**config.mk**
```make
export PLATFORM = sky130hd
export DESIGN_NAME = serial_word_deser
export DESIGN_NICKNAME = d
export VERILOG_FILES = /design/src/rtl/serial_word_deser_pkg.sv /design/src/rtl/serial_word_deser_out_stage.sv /design/src/rtl/serial_word_deser.sv
export SDC_FILE = /design/constraint.sdc
export NUM_CORES = 1
export LEC_CHECK = 0
export CAP_MARGIN = 15
export CELL_PAD_IN_SITES_DETAIL_PLACEMENT = 0
export CELL_PAD_IN_SITES_GLOBAL_PLACEMENT = 1
export CORE_MARGIN = 2
export CORE_UTILIZATION = 38
export CTS_CLUSTER_DIAMETER = 200
export CTS_CLUSTER_SIZE = 24
export DETAILED_ROUTE_END_ITERATION = 8
export PLACE_DENSITY = 0.87
export RECOVER_POWER = 100
export SLEW_MARGIN = 20
export SYNTH_ARGS = -nofsm -noshare
export SYNTH_HDL_FRONTEND = slang
export SYNTH_HIERARCHICAL = 1
export SYNTH_SLANG_ARGS = --single-unit
```
**constraint.sdc**
```tcl
create_clock -name clk -period 1.95 [get_ports clk]
set_clock_uncertainty 0.2 [all_clocks]
set_input_delay 0.585 -clock clk [delete_from_list [all_inputs] [get_ports clk]]
set_output_delay 0.585 -clock clk [all_outputs]
set_load 0.1 [all_outputs]
```
**src/rtl/serial_word_deser_pkg.sv**
```systemverilog
// Shared definitions for the serial word deserializer family.
// Provides the counter-width helper and the supported word-width ceiling.
package deser_pkg;

    localparam int MAX_DATA_W = 32;

    function automatic int cnt_w(input int n);
        return $clog2(n);
    endfunction

endpackage

```
**src/rtl/serial_word_deser_out_stage.sv**
```systemverilog
// Valid/ready holding register with sticky overrun flag.
// Shared by serial receivers that produce one word per word_done pulse.
module deser_out_stage #(
    parameter int DATA_W = 8
) (
    input  logic              clk,
    input  logic              rst_n,
    input  logic [DATA_W-1:0] word,
    input  logic              word_done,
    input  logic              out_ready,
    input  logic              overrun_clr,
    output logic [DATA_W-1:0] out_data,
    output logic              out_valid,
    output logic              overrun
);

    logic accept;
    logic drop;

    always_comb begin
        accept = word_done && (!out_valid || out_ready);
        drop   = word_done && out_valid && !out_ready;
    end

    // A fresh drop outranks a clear in the same cycle.
    always_ff @(posedge clk or negedge rst_n) begin
        if (!rst_n) begin
            out_data  <= '0;
            out_valid <= 1'b0;
            overrun   <= 1'b0;
        end else begin
            if (accept) begin
                out_data  <= word;
                out_valid <= 1'b1;
            end else if (out_valid && out_ready) begin
                out_valid <= 1'b0;
            end
            overrun <= drop || (overrun && !overrun_clr);
        end
    end

endmodule

```
**src/rtl/serial_word_deser.sv**
```systemverilog
// Serial-to-parallel word deserializer with frame-sync realignment and valid/ready output.
// Define DESER_PARITY_EN for an even-parity bit per frame and the parity_err output.
module serial_word_deser
    import deser_pkg::*;
#(
    parameter int DATA_W    = 8,
    parameter bit MSB_FIRST = 1'b1,
`ifdef DESER_PARITY_EN
    localparam int FRAME_BITS = DATA_W + 1,
`else
    localparam int FRAME_BITS = DATA_W,
`endif
    localparam int CNT_W = cnt_w(FRAME_BITS)
) (
    input  logic              clk,
    input  logic              rst_n,
    input  logic              shift_enable,
    input  logic              serial_in,
    input  logic              frame_start,
    output logic [DATA_W-1:0] out_data,
    output logic              out_valid,
    input  logic              out_ready,
    output logic              overrun,
    input  logic              overrun_clr,
`ifdef DESER_PARITY_EN
    output logic              parity_err,
`endif
    output logic [CNT_W-1:0]  bit_count
);

    if (DATA_W < 2 || DATA_W > MAX_DATA_W) begin : g_bad_width
        $error("serial_word_deser: DATA_W out of range");
    end

    logic [DATA_W-1:0] shreg;
    logic [DATA_W-1:0] shift_nxt;
    logic [DATA_W-1:0] first_word;
    logic              last_bit;
    logic              word_done;

    always_comb begin
        shift_nxt  = MSB_FIRST ? {shreg[DATA_W-2:0], serial_in}
                               : {serial_in, shreg[DATA_W-1:1]};
        first_word = MSB_FIRST ? DATA_W'(serial_in)
                               : {serial_in, {(DATA_W-1){1'b0}}};
        last_bit   = (bit_count == CNT_W'(FRAME_BITS - 1));
        word_done  = shift_enable && !frame_start && last_bit;
    end

    // frame_start always restarts the count at 1 and never completes a word.
    always_ff @(posedge clk or negedge rst_n) begin
        if (!rst_n) begin
            shreg     <= '0;
            bit_count <= '0;
        end else if (shift_enable) begin
            if (frame_start) begin
                shreg     <= first_word;
                bit_count <= CNT_W'(1);
            end else if (last_bit) begin
                bit_count <= '0;
`ifndef DESER_PARITY_EN
                shreg     <= shift_nxt;
`endif
            end else begin
                shreg     <= shift_nxt;
                bit_count <= bit_count + 1'b1;
            end
        end
    end

`ifdef DESER_PARITY_EN
    logic par_acc;

    // Running XOR over the data bits; the parity bit itself is never shifted in.
    always_ff @(posedge clk or negedge rst_n) begin
        if (!rst_n) begin
            par_acc <= 1'b0;
        end else if (shift_enable) begin
            if (frame_start)   par_acc <= serial_in;
            else if (last_bit) par_acc <= 1'b0;
            else               par_acc <= par_acc ^ serial_in;
        end
    end

    logic [DATA_W:0] stage_word;
    logic [DATA_W:0] stage_q;

    assign stage_word = {par_acc ^ serial_in, shreg};
    assign {parity_err, out_data} = stage_q;

    deser_out_stage #(.DATA_W(DATA_W + 1)) u_out (
        .clk         (clk),
        .rst_n       (rst_n),
        .word        (stage_word),
        .word_done   (word_done),
        .out_ready   (out_ready),
        .overrun_clr (overrun_clr),
        .out_data    (stage_q),
        .out_valid   (out_valid),
        .overrun     (overrun)
    );
`else
    deser_out_stage #(.DATA_W(DATA_W)) u_out (
        .clk         (clk),
        .rst_n       (rst_n),
        .word        (shift_nxt),
        .word_done   (word_done),
        .out_ready   (out_ready),
        .overrun_clr (overrun_clr),
        .out_data    (out_data),
        .out_valid   (out_valid),
        .overrun     (overrun)
    );
`endif

endmodule
```
==> results.sh <==
export IMPL_mappedNetlistArea_sq_um=851
export IMPL_worst_setup_hold_path_clk_slew_ns=0.11
export IMPL_dp_slack_ns=-0.310
export IMPL_postCtsSetupRepairBufs=0
export IMPL_proportion_of_layout_cells_with_a_drive_suffix_above_1_pct=31.0
export IMPL_detailed_place_hpwl_um=1120
export IMPL_final_period_minus_worst_setup_slack_ns=1.88
export IMPL_total_leakage_power_nw=0.527
export IMPL_cts_repair_resized_insts=0
export IMPL_synthesis_area_per_instance_sq_um=13.9
export IMPL_fin_cells=115
export IMPL_n_antenna_cell=0
export IMPL_yosysWarnings=6
export IMPL_worstSetupStartpointType="input port"
export IMPL_grt_pass1_vias=577
export IMPL_rows=17
export IMPL_portBuffers=19
export IMPL_postLayoutCellArea_sq_um=1080
export IMPL_cts_tree="built"
export IMPL_grt_setup_unrepaired="no"
export IMPL_clkSinkCount=20
export IMPL_vdd_ir_drop_max_mv=0.620
export IMPL_max_slew_margin_pct=68.5
export IMPL_holdCritPathClass="register to register"
export IMPL_place_detailed_instances=111
export IMPL_critical_path_endpoint_type="register"
export IMPL_initial_utilization_pct=39.2
export IMPL_tightest_slew_ns=0.472
export IMPL_power_density_nw_per_um2=1010
export IMPL_wl_um=1440
export IMPL_async_flop_share_pct=100
export IMPL_clk_latency_ns=0.29
export IMPL_result_of_the_run="finished clean"
export IMPL_synth_edff_count=0
export IMPL_synth_yosys_seq_area_share_pct=58.8
export IMPL_regArea_sq_um=509
export IMPL_global_route_usage_total_pct=13.3
export IMPL_cts_hold_buffers=0
export IMPL_h_tree_depth=1
export IMPL_top_cell_type_by_total_area_after_synthesis="sky130_fd_sc_hd__dfrtp_1"
export IMPL_grt_antenna_before_repair=0
export IMPL_final_hold_viol_count=0
export IMPL_area_growth_pct=26.9
export IMPL_number_of_synthesized_register_bits=20
export IMPL_cp_data_arrival_time_ns=1.86
export IMPL_dr_total_vias=553
export IMPL_detail_route_drc_violations=0
export IMPL_finalWorstSetupSlack_ns=0.0721
export IMPL_detailedRoute_firstIterationViolations=3
export IMPL_share_of_the_clock_period_used_by_the_worst_path_after_layout_pct=96.3
export IMPL_primary_flip_flop_cell_chosen_by_synthesis_mapping="sky130_fd_sc_hd__dfrtp_1"
export IMPL_die_area_sq_um=2630
export IMPL_fin_nets=97
export IMPL_cts_root_buf="sky130_fd_sc_hd__clkbuf_4"
export IMPL_crit_path_max_fanout=8
export IMPL_tritoncts_num_buffers=3
export IMPL_clock_fmax_mhz=533
export IMPL_worstSetupPathType="input port to register"
export IMPL_synth_commonest_cells="sky130_fd_sc_hd__dfrtp_1, sky130_fd_sc_hd__mux2_4, sky130_fd_sc_hd__inv_1"
export IMPL_finalSetupViolations=0
export IMPL_vias_per_cell=4.81
export IMPL_post_layout_total_power_mw=1.09
export IMPL_postPlaceCellArea_sq_um=1240
export IMPL_first_pass_iters=2
export IMPL_mappedNetlistNets=70
export IMPL_fillerInstances=224
export IMPL_fp_dieW_um=51.3
export IMPL_gp_routability_congestion=0.693
export IMPL_grt_max_degree=21
export IMPL_post_synth_top_area_fraction_pct=58.8
export IMPL_post_dr_wirelength_cell_um=12.5
export IMPL_tns_ns=0
export IMPL_clk_path_buf_depth=2
export IMPL_timing_max_transition_violations_final=0
export IMPL_post_synth_main_area_contributors="sky130_fd_sc_hd__dfrtp_1, sky130_fd_sc_hd__mux2_4, sky130_fd_sc_hd__nand3b_1"
export IMPL_die_h_um=51.3
export IMPL_yosys_cell_types_count=20
export IMPL_globalRoute_totalOverflow=0
export IMPL_core_region_area_sq_um=2170
export IMPL_synthMostInstantiatedCell="sky130_fd_sc_hd__dfrtp_1"
export IMPL_post_synth_inst_count=61
export IMPL_global_route_wire_length_before_repair_um=2640
export IMPL_top_level_ports=20
export IMPL_crit_required_ns=1.93
export IMPL_detail_route_antenna_nets=0
export IMPL_cap_violations=0
export IMPL_multi_input_comb_area_sq_um=292
through the flow:
stage / utilization [%] / hold slack [ns]
floorplan: - / 0.0894
global placement: 57.2 / 0.295
detailed placement: 57.2 / 0.299
CTS: 58.8 / 0.324
global route: 49.8 / 0.336
finish: 49.8 / 0.308
cell usage in the layout, fill, tap and decap left out, drive strengths merged:
master,count
a21oi,1
nand3b,4
nand2,2
nand2b,2
clkbuf,19
nor2,1
buf,2
dlygate4sd3,1
and2,1
clkdlybuf4s50,5
nor2b,1
inv,7
mux2,9
o22ai,1
ha,2
o21ai,4
o31ai,1
a22o,3
dfrtp,20
or2,1
worst max-delay path, stage by stage:
cell and delay [ns]:
sky130_fd_sc_hd__clkdlybuf4s50_1 0.52, sky130_fd_sc_hd__nor2b_4 0.16, sky130_fd_sc_hd__and2_4 0.16, sky130_fd_sc_hd__nand2_4 0.09
sky130_fd_sc_hd__mux2_1 0.33
cell families after synthesis:
| family | share of synthesized area [%] |
|---|---|
| mux | 15.4 |
| fa+ha+maj | 2.94 |
| buf+inv | 3.97 |
| simple gates | 11.2 |
| compound gates | 7.65 |
| flops | 58.8 |
metal layers:
| metal | up-vias | GRT usage (%) | wire, um |
|---|---|---|---|
| met4 | 0 | 3.95 | 0 |
| met3 | 0 | 2.92 | 83 |
| met1 | 277 | 17.5 | 689 |
| li1 | 261 | - | - |
| met2 | 15 | 22.1 | 666 |
| met5 | - | 0 | 0 |
sequential cells by signal, summed over array words and instances, names as in the netlist:
register / count
u_out/overrun: 1
bit_count: 3
u_out/out_valid: 1
u_out/out_data: 8
shreg: 7
power breakdown:
part / switching [mW] / internal, mW / leakage, nW
combinational: 0.284 / 0.0845 / 0.241
sequential: 0.0306 / 0.458 / 0.265
clock: 0.120 / 0.114 / 0.0210
final cells by class:
class / count / share of cell area, %
clock buffer: 4 / 3.36
sequential: 20 / 47.2
inverter: 7 / 2.43
multi-input combinational: 33 / 27.0
timing repair buffer: 23 / 16.8
tap: 28 / 3.24
path summary, 6_finish.rpt:
path	start	end	slack [ns]	cells after the start
max	shift_enable	u_out/out_data[5]	0.07	5
min	u_out/out_data[4]	u_out/out_data[4]	0.31	1
max reg2reg	bit_count[0]	u_out/out_data[5]	0.14	5
min reg2reg	u_out/out_data[4]	u_out/out_data[4]	0.31	1
max in group asynchronous	rst_n	bit_count[0]	0.63	2
min in group asynchronous	rst_n	bit_count[1]	0.56	2
No activity file was read; power rests on OpenSTA's default activity.
